--- src/rtl/avalon_mem_arbiter_if.sv ---
// Bus bundle for the instruction/data to unified-memory arbiter.
// Carries the fetch port (i_*), the load/store port (d_*) and the single
// Avalon-MM port towards memory (m_*). The arbiter is the Avalon master
// towards memory and takes the "master" view; the core and memory
// environment take the "slave" view.
interface avalon_mem_arbiter_if #(
    parameter int ADDR_W = 32,
    parameter int DATA_W = 32
);
    // Fetch requester (read-only)
    logic [ADDR_W-1:0]   i_address;
    logic                i_read;
    logic                i_waitrequest;
    logic [DATA_W-1:0]   i_readdata;

    // Data requester (read/write)
    logic [ADDR_W-1:0]   d_address;
    logic                d_read;
    logic                d_write;
    logic [DATA_W-1:0]   d_writedata;
    logic [DATA_W/8-1:0] d_byteenable;
    logic                d_waitrequest;
    logic [DATA_W-1:0]   d_readdata;

    // Shared memory port
    logic [ADDR_W-1:0]   m_address;
    logic                m_read;
    logic                m_write;
    logic [DATA_W-1:0]   m_writedata;
    logic [DATA_W/8-1:0] m_byteenable;
    logic                m_waitrequest;
    logic [DATA_W-1:0]   m_readdata;

    modport master (
        input  i_address, i_read,
        output i_waitrequest, i_readdata,
        input  d_address, d_read, d_write, d_writedata, d_byteenable,
        output d_waitrequest, d_readdata,
        output m_address, m_read, m_write, m_writedata, m_byteenable,
        input  m_waitrequest, m_readdata
    );

    modport slave (
        output i_address, i_read,
        input  i_waitrequest, i_readdata,
        output d_address, d_read, d_write, d_writedata, d_byteenable,
        input  d_waitrequest, d_readdata,
        input  m_address, m_read, m_write, m_writedata, m_byteenable,
        output m_waitrequest, m_readdata
    );
endinterface

--- src/rtl/avalon_mem_arbiter.sv ---
// Two-requester arbiter sharing one Avalon-MM memory port between
// instruction fetch (I) and data load/store (D). D has fixed priority,
// but after STARVE_LIMIT consecutive D grants taken while I was waiting,
// I is forced through. A grant is held until memory drops waitrequest,
// and memory-side outputs are decoded from the registered state only.
module avalon_mem_arbiter #(
    parameter int ADDR_W       = 32,
    parameter int DATA_W       = 32,
    parameter int STARVE_LIMIT = 4
) (
    input  logic                  clk,
    input  logic                  reset,
    avalon_mem_arbiter_if.master  bus,
    output logic                  proto_err
);
    localparam int         BE_W  = DATA_W / 8;
    localparam logic [3:0] LIMIT = 4'(STARVE_LIMIT);

    typedef enum logic [1:0] {
        IDLE  = 2'd0,
        GNT_I = 2'd1,
        GNT_D = 2'd2
    } state_t;

    state_t     state_q, state_d;
    logic [3:0] starveCnt_q, starveCnt_d;
    logic       dIsWrite_q, dIsWrite_d;
    logic       protoErr_q, protoErr_d;

    logic iReq;
    logic dAny;
    logic dIllegal;
    logic dReq;
    logic starved;
    logic dHeld;

    assign iReq     = bus.i_read;
    assign dAny     = bus.d_read | bus.d_write;
    assign dIllegal = bus.d_read & bus.d_write;
    assign dReq     = dAny & ~dIllegal;
    assign starved  = (starveCnt_q == LIMIT);
    // The D operation latched at grant time must stay asserted until done.
    assign dHeld    = dIsWrite_q ? bus.d_write : bus.d_read;

    // State, starvation counter, granted D operation and sticky error flag.
    always_ff @(posedge clk) begin
        if (reset) begin
            state_q     <= IDLE;
            starveCnt_q <= 4'd0;
            dIsWrite_q  <= 1'b0;
            protoErr_q  <= 1'b0;
        end else begin
            state_q     <= state_d;
            starveCnt_q <= starveCnt_d;
            dIsWrite_q  <= dIsWrite_d;
            protoErr_q  <= protoErr_d;
        end
    end

    // Arbitration in IDLE, completion or protocol-violation exit in a grant.
    always_comb begin
        state_d     = state_q;
        starveCnt_d = starveCnt_q;
        dIsWrite_d  = dIsWrite_q;
        protoErr_d  = protoErr_q;
        unique case (state_q)
            IDLE: begin
                if (dIllegal) begin
                    protoErr_d = 1'b1;
                end
                if (dReq && iReq && starved) begin
                    state_d     = GNT_I;
                    starveCnt_d = 4'd0;
                end else if (dReq) begin
                    state_d    = GNT_D;
                    dIsWrite_d = bus.d_write;
                    if (!iReq) begin
                        starveCnt_d = 4'd0;
                    end else if (!starved) begin
                        starveCnt_d = starveCnt_q + 4'd1;
                    end
                end else if (iReq) begin
                    state_d     = GNT_I;
                    starveCnt_d = 4'd0;
                end
            end
            GNT_I: begin
                if (!iReq) begin
                    state_d    = IDLE;
                    protoErr_d = 1'b1;
                end else if (!bus.m_waitrequest) begin
                    state_d = IDLE;
                end
            end
            GNT_D: begin
                if (!dHeld) begin
                    state_d    = IDLE;
                    protoErr_d = 1'b1;
                end else if (!bus.m_waitrequest) begin
                    state_d = IDLE;
                end
            end
            default: begin
                state_d = IDLE;
            end
        endcase
    end

    // Memory port and requester stalls, decoded from the grant state only.
    always_comb begin
        bus.m_address     = {ADDR_W{1'b0}};
        bus.m_read        = 1'b0;
        bus.m_write       = 1'b0;
        bus.m_writedata   = {DATA_W{1'b0}};
        bus.m_byteenable  = {BE_W{1'b0}};
        bus.i_waitrequest = 1'b1;
        bus.d_waitrequest = 1'b1;
        unique case (state_q)
            GNT_I: begin
                bus.m_address     = bus.i_address;
                bus.m_read        = bus.i_read;
                bus.m_byteenable  = {BE_W{1'b1}};
                bus.i_waitrequest = bus.m_waitrequest;
            end
            GNT_D: begin
                bus.m_address     = bus.d_address;
                bus.m_read        = bus.d_read;
                bus.m_write       = bus.d_write;
                bus.m_writedata   = bus.d_writedata;
                bus.m_byteenable  = bus.d_byteenable;
                bus.d_waitrequest = bus.m_waitrequest;
            end
            default: begin
            end
        endcase
    end

    assign bus.i_readdata = bus.m_readdata;
    assign bus.d_readdata = bus.m_readdata;
    assign proto_err      = protoErr_q;
endmodule

--- src/flat_wrapper.sv ---
// flat-port wrapper written by rule: the top's interface ports become plain ports
module avalon_mem_arbiter_flat 
#(
    parameter int ADDR_W       = 32,
    parameter int DATA_W       = 32,
    parameter int STARVE_LIMIT = 4
)
  (clk, reset, proto_err, bus_i_address, bus_i_read, bus_i_waitrequest, bus_i_readdata, bus_d_address, bus_d_read, bus_d_write, bus_d_writedata, bus_d_byteenable, bus_d_waitrequest, bus_d_readdata, bus_m_address, bus_m_read, bus_m_write, bus_m_writedata, bus_m_byteenable, bus_m_waitrequest, bus_m_readdata);
  avalon_mem_arbiter_if #(.ADDR_W(ADDR_W), .DATA_W(DATA_W)) bus_i ();
  input  logic clk;
  input  logic reset;
  output logic proto_err;
  input wire logic [$bits(bus_i.i_address)-1:0] bus_i_address;
  input wire logic [$bits(bus_i.i_read)-1:0] bus_i_read;
  output wire logic [$bits(bus_i.i_waitrequest)-1:0] bus_i_waitrequest;
  output wire logic [$bits(bus_i.i_readdata)-1:0] bus_i_readdata;
  input wire logic [$bits(bus_i.d_address)-1:0] bus_d_address;
  input wire logic [$bits(bus_i.d_read)-1:0] bus_d_read;
  input wire logic [$bits(bus_i.d_write)-1:0] bus_d_write;
  input wire logic [$bits(bus_i.d_writedata)-1:0] bus_d_writedata;
  input wire logic [$bits(bus_i.d_byteenable)-1:0] bus_d_byteenable;
  output wire logic [$bits(bus_i.d_waitrequest)-1:0] bus_d_waitrequest;
  output wire logic [$bits(bus_i.d_readdata)-1:0] bus_d_readdata;
  output wire logic [$bits(bus_i.m_address)-1:0] bus_m_address;
  output wire logic [$bits(bus_i.m_read)-1:0] bus_m_read;
  output wire logic [$bits(bus_i.m_write)-1:0] bus_m_write;
  output wire logic [$bits(bus_i.m_writedata)-1:0] bus_m_writedata;
  output wire logic [$bits(bus_i.m_byteenable)-1:0] bus_m_byteenable;
  input wire logic [$bits(bus_i.m_waitrequest)-1:0] bus_m_waitrequest;
  input wire logic [$bits(bus_i.m_readdata)-1:0] bus_m_readdata;
  assign bus_i.i_address = bus_i_address;
  assign bus_i.i_read = bus_i_read;
  assign bus_i_waitrequest = bus_i.i_waitrequest;
  assign bus_i_readdata = bus_i.i_readdata;
  assign bus_i.d_address = bus_d_address;
  assign bus_i.d_read = bus_d_read;
  assign bus_i.d_write = bus_d_write;
  assign bus_i.d_writedata = bus_d_writedata;
  assign bus_i.d_byteenable = bus_d_byteenable;
  assign bus_d_waitrequest = bus_i.d_waitrequest;
  assign bus_d_readdata = bus_i.d_readdata;
  assign bus_m_address = bus_i.m_address;
  assign bus_m_read = bus_i.m_read;
  assign bus_m_write = bus_i.m_write;
  assign bus_m_writedata = bus_i.m_writedata;
  assign bus_m_byteenable = bus_i.m_byteenable;
  assign bus_i.m_waitrequest = bus_m_waitrequest;
  assign bus_i.m_readdata = bus_m_readdata;
  avalon_mem_arbiter #(.ADDR_W(ADDR_W), .DATA_W(DATA_W), .STARVE_LIMIT(STARVE_LIMIT)) u_core (.clk(clk), .reset(reset), .bus(bus_i), .proto_err(proto_err));
endmodule
--- config.mk ---
export PLATFORM = sky130hd
export DESIGN_NAME = avalon_mem_arbiter_flat
export DESIGN_NICKNAME = d
export VERILOG_FILES = /design/src/rtl/avalon_mem_arbiter_if.sv /design/src/rtl/avalon_mem_arbiter.sv /design/src/flat_wrapper.sv
export SDC_FILE = /design/constraint.sdc
export NUM_CORES = 1
export LEC_CHECK = 0
export ABC_AREA = 1
export CORE_AREA = 2 2 107 109
export DETAILED_ROUTE_END_ITERATION = 10
export DIE_AREA = 0 0 109 111
export PLACE_DENSITY = 0.64
export SLEW_MARGIN = 25
export SYNTH_ARGS = -nofsm -noshare
export SYNTH_HDL_FRONTEND = slang
export SYNTH_SLANG_ARGS = --single-unit
export TNS_END_PERCENT = 100
--- constraint.sdc ---
create_clock -name clk -period 1.6 [get_ports clk]
set_clock_uncertainty 0.05 [all_clocks]
set_input_delay 0.24 -clock clk [delete_from_list [all_inputs] [get_ports clk]]
set_output_delay 0.24 -clock clk [all_outputs]
set_load 0.03 [all_outputs]
After elaboration in Yosys (flattened, before gate mapping)
Index checks and enable logic that the tools add are counted.
- output and inout port bits: 137
- register bits: 8
- bits of input ports: 138
- word-level logic and storage cells: 50
- equality and inequality tests: 8
- reductions and logical operators: 8
- $add $sub $neg: 1
- multiplexer cells: 24
- bitwise logic cells: 5
- operators by type and width (operator ; number):
    32-bit one-hot mux with 2 select lines ; 1
    32-bit 2-to-1 mux ; 1
    4-bit 2-to-1 mux ; 5
    2-bit 2-to-1 mux ; 6
    4-bit one-hot mux with 2 select lines ; 1
    1-bit 2-to-1 mux ; 7
    2-bit one-hot mux with 3 select lines ; 1
    3-bit AND reduction ; 2
    3-bit nonzero test ; 2
    4-bit by 1-bit adder with 4-bit output (second input constant) ; 1
    4-bit by 3-bit equality test with 1-bit output (second input constant) ; 1
    2-bit inequality test (second input constant) ; 2
    4-bit by 2-bit inequality test with 1-bit output (second input constant) ; 1
    4-bit inequality test (second input constant) ; 1
    4-bit AND reduction ; 1
    1-bit one-hot mux with 3 select lines ; 1
    1-bit bitwise AND ; 2
    2-bit by 1-bit equality test with 1-bit output (second input constant) ; 1
    2-bit equality test (second input constant) ; 1
    1-bit logical AND ; 2
    2-bit zero test ; 1
    2-bit by 1-bit inequality test with 1-bit output (second input constant) ; 1
    1-bit NOT ; 2
    1-bit one-hot mux with 2 select lines ; 1
    1-bit bitwise OR ; 1

Longest topological paths before layout
- depth in word-level cells: 7
- mapped depth: 11
- gate-level depth less buffers: 10

Least setup slack after synthesis
No wires, ideal clock.
- kind: reg2out
- from: register u_core.state_q[0]
- to: output bus_m_address[0]
- data arrival time: 1.471 ns
- data required time: 1.310 ns
- cell stages (with the launch flop): 6
- setup slack: -0.161 ns
- buffers on the path: 1
- path through: dfxtp_1 -> inv_1 -> ha_1 -> inv_2 -> buf_1 -> a21oi_1
- longest elaborated chain between the ends: 2
- elaborated cells on any way between the ends: 3
- classes of those cells: eq/ne (2); mux (1)
- ends and longest elaborated chain (element ; line ; text):
    from (decl) ; avalon_mem_arbiter.sv:25 ; state_t state_q, state_d;
    from (signal assigned) ; avalon_mem_arbiter.sv:53 ; state_q <= state_d;
    2-bit equality test / 2-bit by 1-bit equality test with 1-bit output (equally long branches) ; avalon_mem_arbiter.sv:118 ; unique case (state_q)
    32-bit one-hot mux with 2 select lines (*) ; avalon_mem_arbiter.sv:118 ;
    to (decl) ; flat_wrapper.sv:24 ; output wire logic [$bits(bus_i.m_address)-1:0] bus_m_address;
Every way passes the cells marked *; elsewhere a longest branch is shown, timed or not.

Worst setup path in the final report
- from: register u_core.state_q[0]
- to: output bus_m_address[27]
The elaborated chain is that of the path after synthesis.

==> flow_summary_export.csv <==
group,metric,value,unit
status,outcome,"finished with violations",
status,violations,"negative setup slack",
final_layout,syn_to_final_growth,158.2,%
clock_network,clockRootBuffer,"clkbuf_16",
synth,ys_ff_latch,8,
timing,worst_hold_slack,0.4069,ns
placed_design,place_congestion,0.7451,
synth,synth_nets,481,
drt,vias_per_cell,4.108,
synth,synth_warnings,0,
timing,postLayoutSetupSlackWorst,-0.2202,ns
worst_hold_path,min_path_type,"flip-flop to flip-flop",
synth,seq_area_frac_synth,8.834,%
clock_network,ctsHoldBuffers,0,
power_and_ir_drop,power.leakage,2.128,nW
global_route,grt-ovfl-total,0,
drt,antenna_left,0,
timing,fmax,0.5494,GHz
synth,synth.top_cell.area_share,26.92,%
timing,maxSlewHeadroom,79.34,%
global_route,grt_use_total,13.06,%
synth,synth_cells,336,
timing,hold_viol,0,
floorplanning,rows,39,
synth,syn-mean-instance-area,5.396,sq um
timing,rsz0062_at_grt,"true",
clock_network,cts.sinks,8,
power_and_ir_drop,power_density,646.9,nW/um^2
synth,yosys-top-cells-area,"buf_4, nand2_1, a21oi_1",
drt,drt_wl_total,9418,microns
drt,drc,0,
drt,wl_per_cell,14.97,microns
clock_network,clkLatencyLatePin,0.23,ns
floorplanning,pin_count,275,
worst_hold_path,hold_start,"u_core.proto_err",
critical_path,start_kind,"flip-flop",
timing,setup_viol,74,
critical_path,r2r_start,"u_core.state_q[0]",
floorplanning,dieArea,12100,sq um
timing,period_share,113.8,%
floorplanning,die_h,111,microns
timing,period_minus_slack,1.820,ns
timing,fin_setup_tns,-9.764,ns
placed_design,io_buffers,178,
clock_network,cts_tree,"built",
critical_path,crit_start,"u_core.state_q[0]",
clock_network,htreeDepth,1,
final_layout,drive_gt1_share,53.29,%
synth,syn_area,1813,sq um
drt,drt-pass1-iter-count,4,
clock_network,clock_path_buffers,2,
global_route,grt_pass1_vias,2521,
floorplanning,core-area,11080,sq um
final_layout,antenna_cells,0,
synth,synth.distinct_cells,21,
clock_network,cts_buffers,3,
floorplanning,initial_core_util,16.37,%
floorplanning,die_x,109,microns
synth,yosys.area.top_type,"buf_4",
clock_network,clk_pin_slew_worst_paths,0.04,ns
placed_design,dp.cells,599,
final_layout,layout.cells.non_filler,629,
flow_run,cap_violations,0,
placed_design,post_dp_cell_area,3346,sq um
drt,initialDrtViolationCount,68,
critical_path,cp.arrival,1.53,ns
critical_path,crit_fanout,8,
final_layout,final_common_cell,"clkdlybuf4s50_1",
placed_design,post-place-ws,-0.1457,ns
global_route,grt_max_degree,18,
timing,worst_pin_slew,0.3090,ns
timing,slew_viol_final,0,
critical_path,cp.required,1.31,ns
global_route,grt_pass1_wl,12410,microns
placed_design,dp_hpwl,6368,microns
power_and_ir_drop,peakVddDrop,0.0003064,V
final_layout,nets,633,
final_layout,layout_common_cells,"clkdlybuf4s50_1, nand2_1, buf_6, inv_2, nand2_2",
critical_path,endpoint_kind,"output port",
drt,vias,2584,
global_route,antenna_found_initial,0,
critical_path,crit_type,"flip-flop to output port",
final_layout,design_area,4682,sq um
-- per-layer routing --
layer	up-vias	track usage [%]	share of wire, %
met5	-	0	0
met4	0	2.991	1.8
met3	21	5.173	13
met2	173	23.89	50
met1	1149	13.76	36
li1	1241	-	-
-- report_power, final --
| part | leakage (nW) | total (mW) | switching [mW] | internal [mW] |
|---|---|---|---|---|
| combinational | 2.02 | 2.38 | 1.16 | 1.22 |
| sequential | 0.0666 | 0.243 | 0.0194 | 0.223 |
| clock | 0.0370 | 0.408 | 0.0870 | 0.321 |
-- synth_stat cells --
cell type / instances
nor2_1: 4
buf_1: 3
o21ai_0: 3
a21oi_1: 43
buf_2: 8
nor2_2: 1
buf_4: 65
inv_2: 3
nand2_1: 129
xor2_1: 2
inv_1: 48
dfxtp_1: 8
buf_6: 1
o21ai_2: 1
nand3_2: 1
a21oi_2: 1
nor3_1: 1
nand2_2: 4
ha_1: 7
nand3_1: 1
clkbuf_1: 2
-- area by class of cell --
cell class                      instances  area [sq um]
Fill cell                            1060          6395
Timing Repair Buffer                  226          2646
Multi-Input combinational cell        198          1401
Inverter                               51         215.2
Tap cell                              143         178.9
Sequential cell                         8         165.2
Clock buffer                            3         75.07
-- worst max-delay path: stages, from the launching register on --
cell	delay, ns
dfxtp_4	0.36
inv_4	0.08
ha_4	0.20
buf_12	0.14
buf_12	0.13
nand2_1	0.06
a21oi_1	0.15
buf_4	0.18
-- final timing paths --
check	end	slack [ns]	cells past startpoint
worst max-delay path	bus_m_address[27]	-0.22	7
worst min-delay path	u_core.proto_err	0.41	2
worst max register to register	u_core.state_q[1]	-0.04	13
worst min register to register	u_core.proto_err	0.41	2
-- repair_timing --
action / 4_1_cts / 5_1_grt
hold endpoints to repair: 0 / 0
endpoints found under the setup margin: 75 / 79
buffers inserted: 11 / 9
cloned: 7 / 3
pin swaps: 8 / 7
gates resized for setup: 130 / 130
-- through the flow --
stage | power [mW] | util (%)
floorplan | 1.239 | -
global placement | 1.722 | 30.20
detailed placement | 1.737 | 30.20
CTS | 2.734 | 37.54
global route | 3.184 | 42.27
finish | 3.029 | 42.27
-- state kept, by name, indices dropped and copies added (netlist names) --
signal              flops
u_core.proto_err        1
u_core.state_q          2
u_core.starveCnt_q      4
u_core.dIsWrite_q       1
-- logic make-up after synthesis --
kind of cell	count (synthesis)	synth area share [%]
DFF	8	8.833
and+or+nand+nor	141	30.36
xor gates and xnor gates	2	0.9664
AOI/OAI and AO/OA	48	13.66
adders and majority gates	7	4.831
buffers and inverters	130	41.34
(Power assumes the default switching activity.)
